===== config.mk =====
export PLATFORM = sky130hd
export DESIGN_NAME = dmux4_stream
export DESIGN_NICKNAME = d
export VERILOG_FILES = /design/src/rtl/dmux4_stream.sv
export SDC_FILE = /design/constraint.sdc
export NUM_CORES = 1
export LEC_CHECK = 0
export BUFFER_PORTS_ARGS = -buffer_cell sky130_fd_sc_hd__buf_2
export CAP_MARGIN = 10
export CORE_MARGIN = 2
export CORE_UTILIZATION = 41
export DETAILED_ROUTE_END_ITERATION = 10
export PLACE_DENSITY = 0.59
export SYNTH_ARGS = -nofsm -noshare
export SYNTH_HDL_FRONTEND = slang
export SYNTH_SLANG_ARGS = --single-unit

===== constraint.sdc =====
create_clock -name clk -period 2.3 [get_ports clk]
set_input_delay 0.345 -clock clk [delete_from_list [all_inputs] [get_ports clk]]
set_output_delay 0.345 -clock clk [all_outputs]
set_load 0.01 [all_outputs]

===== src/rtl/dmux4_stream.sv =====
// Registered 1-to-4 stream demultiplexer: each output channel owns a
// 2-entry FIFO so a stalled consumer only backs up its own channel.
module dmux4_stream #(
   parameter int WIDTH = 16
) (
   input  logic               clk,
   input  logic               rst_n,
   input  logic [WIDTH-1:0]   in_data,
   input  logic [1:0]         in_sel,
   input  logic               in_valid,
   output logic               in_ready,
   output logic [4*WIDTH-1:0] out_data,
   output logic [3:0]         out_valid,
   input  logic [3:0]         out_ready,
   output logic [7:0]         out_level
);

   logic [1:0] level_w [4];
   logic [3:0] push_w;

   // Ready depends only on the selected channel's registered occupancy.
   assign in_ready = (level_w[in_sel] != 2'd2);

   genvar gi;
   generate
      for (gi = 0; gi < 4; gi++) begin : g_chan
         logic [1:0]       count_q, count_d;
         logic [WIDTH-1:0] head_q, head_d;
         logic [WIDTH-1:0] tail_q, tail_d;
         logic             pop_w;

         assign push_w[gi] = in_valid && in_ready && (in_sel == 2'(gi));
         assign pop_w      = (count_q != 2'd0) && out_ready[gi];

         always_comb begin
            count_d = count_q;
            head_d  = head_q;
            tail_d  = tail_q;
            case (count_q)
               2'd0: begin
                  if (push_w[gi]) begin
                     count_d = 2'd1;
                     head_d  = in_data;
                  end
               end
               2'd1: begin
                  if (push_w[gi] && pop_w) begin
                     head_d = in_data;
                  end else if (push_w[gi]) begin
                     count_d = 2'd2;
                     tail_d  = in_data;
                  end else if (pop_w) begin
                     count_d = 2'd0;
                     head_d  = '0;
                  end
               end
               2'd2: begin
                  // A full channel never sees a push, since in_ready is low for it.
                  if (pop_w) begin
                     count_d = 2'd1;
                     head_d  = tail_q;
                     tail_d  = '0;
                  end
               end
               default: begin
                  count_d = 2'd0;
                  head_d  = '0;
                  tail_d  = '0;
               end
            endcase
         end

         always_ff @(posedge clk or negedge rst_n) begin
            if (!rst_n) begin
               count_q <= 2'd0;
               head_q  <= '0;
               tail_q  <= '0;
            end else begin
               count_q <= count_d;
               head_q  <= head_d;
               tail_q  <= tail_d;
            end
         end

         assign level_w[gi]                  = count_q;
         assign out_level[2*gi +: 2]         = count_q;
         assign out_valid[gi]                = (count_q != 2'd0);
         assign out_data[gi*WIDTH +: WIDTH]  = head_q;
      end
   endgenerate

endmodule


After elaboration in Yosys (flattened, before gate mapping)
Index checks and enable logic that the tools add are counted.

storage, ports and cells
  register bits after elaboration = 136
  output and inout port bits = 77

cells by class
  magnitude comparators = 1
  equality and inequality tests = 40
  muxes and demuxes = 59
  bitwise logic cells = 5
  reduce and logical (&&, ||, !) cells = 34

operators with widths
  kind                  number
  $mux W16              24
  $pmux W16 S3          8
  $reduce_and A4 Y1     12
  $mux W2               22
  $ne A3 B3 Y1 const B  12
  $ne A2 B2 Y1 const B  17
  $pmux W2 S3           4
  $logic_and A1 B1 Y1   13
  $eq A2 B2 Y1 const B  6
  $eq A2 B1 Y1 const B  5
  $logic_not A2 Y1      5
  $reduce_bool A2 Y1    4
  $bmux W2 S2           1
  $not A1 Y1            4
  $ge A3 B3 Y1 const B  1
  $not A2 Y3            1

Logic depth before layout (Yosys ltp)
  depth in word-level cells = 10
  depth in mapped cells = 6
  gate-level depth less buffers = 3

Worst setup path before layout
OpenSTA, ideal clock, no wires.

  path kind = register to register
  start point = register g_chan[2].count_q[1]
  end point = register g_chan[2].head_q[10]
  setup time = 0.126 ns
  arrival = 1.455 ns
  data required time = 2.174 ns
  slack = 0.719 ns
  stages on the path, launching flop included = 6
  buffers on the path = 2
  clock period less this slack = 1.581 ns
  cells stage by stage = dfrtp_1 > nor2b_1 > and2_1 > buf_2 > buf_2 > a221o_1

on the way
  longest elaborated chain between the ends = 9
  elaborated cells between the ends (all ways) = 19
  classes of those cells = eq/ne: 7; mux: 5; reduce/logical: 7

RTL lines
  item                                                                RTL line  text
  from (decl)                                                         27        logic [1:0] count_q, count_d;
  from (signal assigned)                                              79        count_q <= count_d;
  $bmux W2 S2                                                         22        assign in_ready = (level_w[in_sel] != 2'd2);
  $mux W2 (implied by the code) (2 in series)                         22
  $ne A2 B2 Y1                                                        22
  $logic_and A1 B1 Y1 (2 in series)                                   32        assign push_w[gi] = in_valid && in_ready && (in_sel == 2'(gi));
  $logic_and A1 B1 Y1                                                 47        if (push_w[gi] && pop_w) begin
  $ne A3 B3 Y1 (no source line) or $mux W16 (tied branches)           --
  $reduce_and A4 Y1 (no source line) or $pmux W16 S3 (tied branches)  --
  to (signal assigned)                                                76        head_q <= '0;
  to (signal assigned)                                                80        head_q <= head_d;
  to (decl)                                                           28        logic [WIDTH-1:0] head_q, head_d;

Several ways; a longest one is shown, not always the timed one. The select of a mux whose other input is x is not followed.
A chain may end at the register's enable or synchronous reset.

Worst setup path in the final report
  start point = register g_chan[0].count_q[1]
  end point = output port in_ready

on the way
  longest elaborated chain between the ends = 4

RTL lines
  item                                         RTL line  text
  from (decl)                                  27
  from (signal assigned)                       79
  $bmux W2 S2                                  22
  $mux W2 (implied by the code) (2 in series)  22
  $ne A2 B2 Y1                                 22
  to (decl)                                    11        output logic in_ready,

No other way between the ends. The select of a mux whose other input is x is not followed.

==> results.md <==
- Aggregate routed wire length: 15770 µm
- Setup Buffers After CTS: 0
- Share of the yosys chip area belonging to registers: 55.24%
- Number of max-cap violations: 0
- Kind of path behind the tightest hold check: input port to flip-flop
- Input/output buffers: 101
- Sum Neg Setup Slack: 0 ns
- Number of optimization iterations in the first detailed-route pass: 6
- Share of the clock period used by the worst path after layout: 91.72%
- Crit path required time: 1.96 ns
- Kind of cell with the highest combined delay on the critical path: flip-flops
- Synthesized netlist net count: 499
- Slew at the pin closest to its max-slew limit: 1.128 ns
- Number of nets in the layout: 585
- Part of the total power dissipated in the clock network: 39.0%
- Num rows: 44
- Weighted congestion at the end of routability-driven global placement: 0.7440
- Element type at the critical path end: output pin
- Effective utilization at floorplan: 42.23%
- Number of antenna violations at the first check in global routing: 0
- Placed Area: 6723 µm²
- Top-area cell type share of the netlist area: 55.24%
- Buffer and inverter count on the worst path: 1
- Leakage component of the power: 0.003646 µW
- Aggregate global-route resource usage: 20.21%
- Total grt overflow: 0
- CTS Root Cell: sky130_fd_sc_hd__clkbuf_16
- Cell Chain, Critical Path: nor3b_1 -> a211oi_1 -> a21o_1 -> buf_2
- Antenna Nets Post-Route: 0
- DR vias/cell: 5.947
- Clk sink count: 136
- Cts repair resizes: 0
- Share of layout cells above drive strength 1: 33.16%
- Final hold viol count: 0
- Number of H-tree branching levels: 4
- Number of max-slew violations in the final report: 0
- Net switching fraction of the power: 27.75%
- Distinct cell type count of the synthesized netlist: 54
- Worst Path Class, Setup: flip-flop to output pin
- Highest fanout seen on the critical path: 12
- Fmax achieved: 474.0 MHz
- Share of synthesized flip-flops with an asynchronous set or reset: 100.0%
- Number of global-route vias before repair: 4344
- Number of synthesized flops with an enable pin: 0
- Switching pwr: 1888 µW
- Post-route cell area: 7312 µm²
- Count of mapped cells out of synthesis: 474
- Delay contributed by the slowest stage of the critical path: 0.57 ns
- Number of antenna diodes: 0
- Cell type with the largest total area after synthesis: sky130_fd_sc_hd__dfrtp_1
- Post-CTS clock slew at the launch and capture registers of the worst setup and hold paths: 0.05 ns
- Result of the run: complete, no violations
- CP Launch Type: flip-flop
- Cell area power density: 930.2 nW/µm²
- Pin count of the biggest net entering global routing: 50
- Post-detail-place hpwl: 10620 µm
- Yosys Warn Count: 0
- Per-cell routed wire length: 20.83 µm
- Largest voltage drop on the vdd net: 0.5009 mV
- Total number of vias: 4502
- Clk buf depth: 2
- Flop pwr share: 44.8%
- Arrival time of data at the critical path endpoint: 1.76 ns
- I/O pin count: 102
- TritonCTS clock tree: built
- RSZ-0062 raised after global routing: false
- Slew HR: 24.47%
- DRC Markers: 0
- Post-route clock skew: 0.009838 ns
- CTS buffer count: 17
- Final period demand of the worst path: 2.109 ns
- Overall die width: 126.6 µm
- # setup viols final: 0
- Standard cell core area: 14590 µm²
- Cell type of the slowest stage on the worst timing path: sky130_fd_sc_hd__dfrtp_1
- Post-synth top flop: sky130_fd_sc_hd__dfrtp_1
- Global-route wire length before repair: 25070 µm
- Layout Area Growth over Synthesis: 18.68%
- Combined area of all synthesized cells: 6161 µm²
- Full die area: 16020 µm²
- Ranking of synthesized cells by area: sky130_fd_sc_hd__dfrtp_1 (55%), sky130_fd_sc_hd__a22o_1 (11%), sky130_fd_sc_hd__a221o_1 (6.8%)
- Source-to-sink clock delay at the later pin of the worst-skew pair: 0.42 ns
- Internal power: 4914 µW
- Gate power share: 16.2%
- First DRT Iteration DRCs: 437
- Die height: 126.6 µm
- Synthesized area per cell: 13.00 µm²
- Number of storage elements in the synthesis netlist: 136
Yosys cell counts (all sizes together), types with 3 or more instances:
master,instances
nor3b,7
a21o,4
and3b,3
or2,3
nor2,4
buf,49
dfrtp,136
nand2b,6
and4bb,3
a32oi,16
and2,18
a21oi,3
o21ai,17
nor2b,4
a22o,79
and3,16
clkbuf,6
a221o,48
o22ai,7
inv,18
layout by cell type, fill, tap and decap left out, types with 3 or more instances in the layout:
cell type                    count
sky130_fd_sc_hd__inv_1          18
sky130_fd_sc_hd__a21oi_1         3
sky130_fd_sc_hd__a22o_1         79
sky130_fd_sc_hd__o22ai_2         4
sky130_fd_sc_hd__nor3b_4         3
sky130_fd_sc_hd__a32oi_1        16
sky130_fd_sc_hd__a21o_1          4
sky130_fd_sc_hd__nor2_1          3
sky130_fd_sc_hd__nor3b_1         3
sky130_fd_sc_hd__a221o_2         6
sky130_fd_sc_hd__o21ai_0        16
sky130_fd_sc_hd__and3_1         16
sky130_fd_sc_hd__dfrtp_1       136
sky130_fd_sc_hd__clkinvlp_4      5
sky130_fd_sc_hd__a221o_1        42
sky130_fd_sc_hd__buf_4          20
sky130_fd_sc_hd__inv_6           3
sky130_fd_sc_hd__buf_2         100
sky130_fd_sc_hd__and2_1         18
sky130_fd_sc_hd__and3b_1         3
sky130_fd_sc_hd__clkbuf_16      17
sky130_fd_sc_hd__nand2b_1        5
sky130_fd_sc_hd__nor2b_1         4
sky130_fd_sc_hd__or2_2           3
worst register-to-register path, cell delays in order (launching register included):
cell	delay, ns
sky130_fd_sc_hd__dfrtp_1	0.47
sky130_fd_sc_hd__nor3b_2	0.95
sky130_fd_sc_hd__a22o_1	0.30
sky130_fd_sc_hd__a221o_1	0.12
cell families (layout without fill, tap and decap cells):
| group | count (synthesis) | in the layout | synth area share, % |
|---|---|---|---|
| compound gates | 183 | 183 | 26.40 |
| xor+xnor | 2 | 2 | 0.2844 |
| buf+inv | 73 | 172 | 6.600 |
| flops | 136 | 136 | 55.24 |
| mux | 3 | 3 | 0.5077 |
| simple gates | 77 | 77 | 10.97 |
area by class of cell:
cell class,instances,area [µm²]
Fill cell,1294,7277
Clock inverter,13,146.4
Multi-Input combinational cell,265,2351
Clock buffer,19,432.9
Timing Repair Buffer,122,680.7
Tap cell,184,230.2
Sequential cell,136,3403
Inverter,18,67.56
routing by layer:
layer | global-route usage (%) | routed length, µm | up-vias
met5 | 0 | 0 | -
met4 | 5.365 | 197 | 0
met3 | 4.977 | 929 | 20
met2 | 31.02 | 7477 | 150
met1 | 28.86 | 7166 | 2318
li1 | - | - | 2014
stage by stage:
stage	power [µW]	worst slack, ns	utilization, %	hold WS (ns)	cells
after floorplan	3717	0.7195	-	0.04941	474
after global placement	4156	0.5029	46.08	0.3048	724
after detailed placement	4190	0.4182	46.08	0.3108	724
after CTS	6857	0.1643	50.12	0.2249	757
after global routing	7119	0.1288	50.12	0.2561	757
final	6802	0.1905	50.12	0.2345	757
power groups by stage:
stage	clock (µW)	combinational, µW	sequential [µW]
3_3_place_gp	0	1090	3070
6_report	2660	1100	3050
2_1_floorplan	0	621	3100
3_5_place_dp	0	1120	3080
5_1_grt	2820	1200	3090
4_1_cts	2690	1120	3050
state kept, by name, summed over array words and instances, names as in the netlist:
register and flops:
g_chan.head_q 64, g_chan.tail_q 64, g_chan.count_q 8
path summary, 6_finish.rpt:
check	startpoint	endpoint	slack, ns	depth (start not counted)
setup reg to reg	g_chan[1].count_q[1]$_DFFE_PN0P_	g_chan[1].head_q[1]$_DFFE_PN0P_	0.40	3
setup / recovery	g_chan[0].count_q[1]$_DFFE_PN0P_	in_ready	0.19	4
min in group asynchronous	rst_n	g_chan[1].head_q[0]$_DFFE_PN0P_	0.43	2
hold / removal	out_ready[0]	g_chan[0].count_q[1]$_DFFE_PN0P_	0.23	2
max in group asynchronous	rst_n	g_chan[3].tail_q[7]$_DFFE_PN0P_	1.24	3
hold reg to reg	g_chan[3].tail_q[10]$_DFFE_PN0P_	g_chan[3].tail_q[10]$_DFFE_PN0P_	0.49	1
repair_timing:
action	4_1_cts	5_1_grt
setup endpoints to repair	0	0
endpoints found under the hold margin	25	0
hold buffers	1	0
No activity file was read; power rests on OpenSTA's default activity.
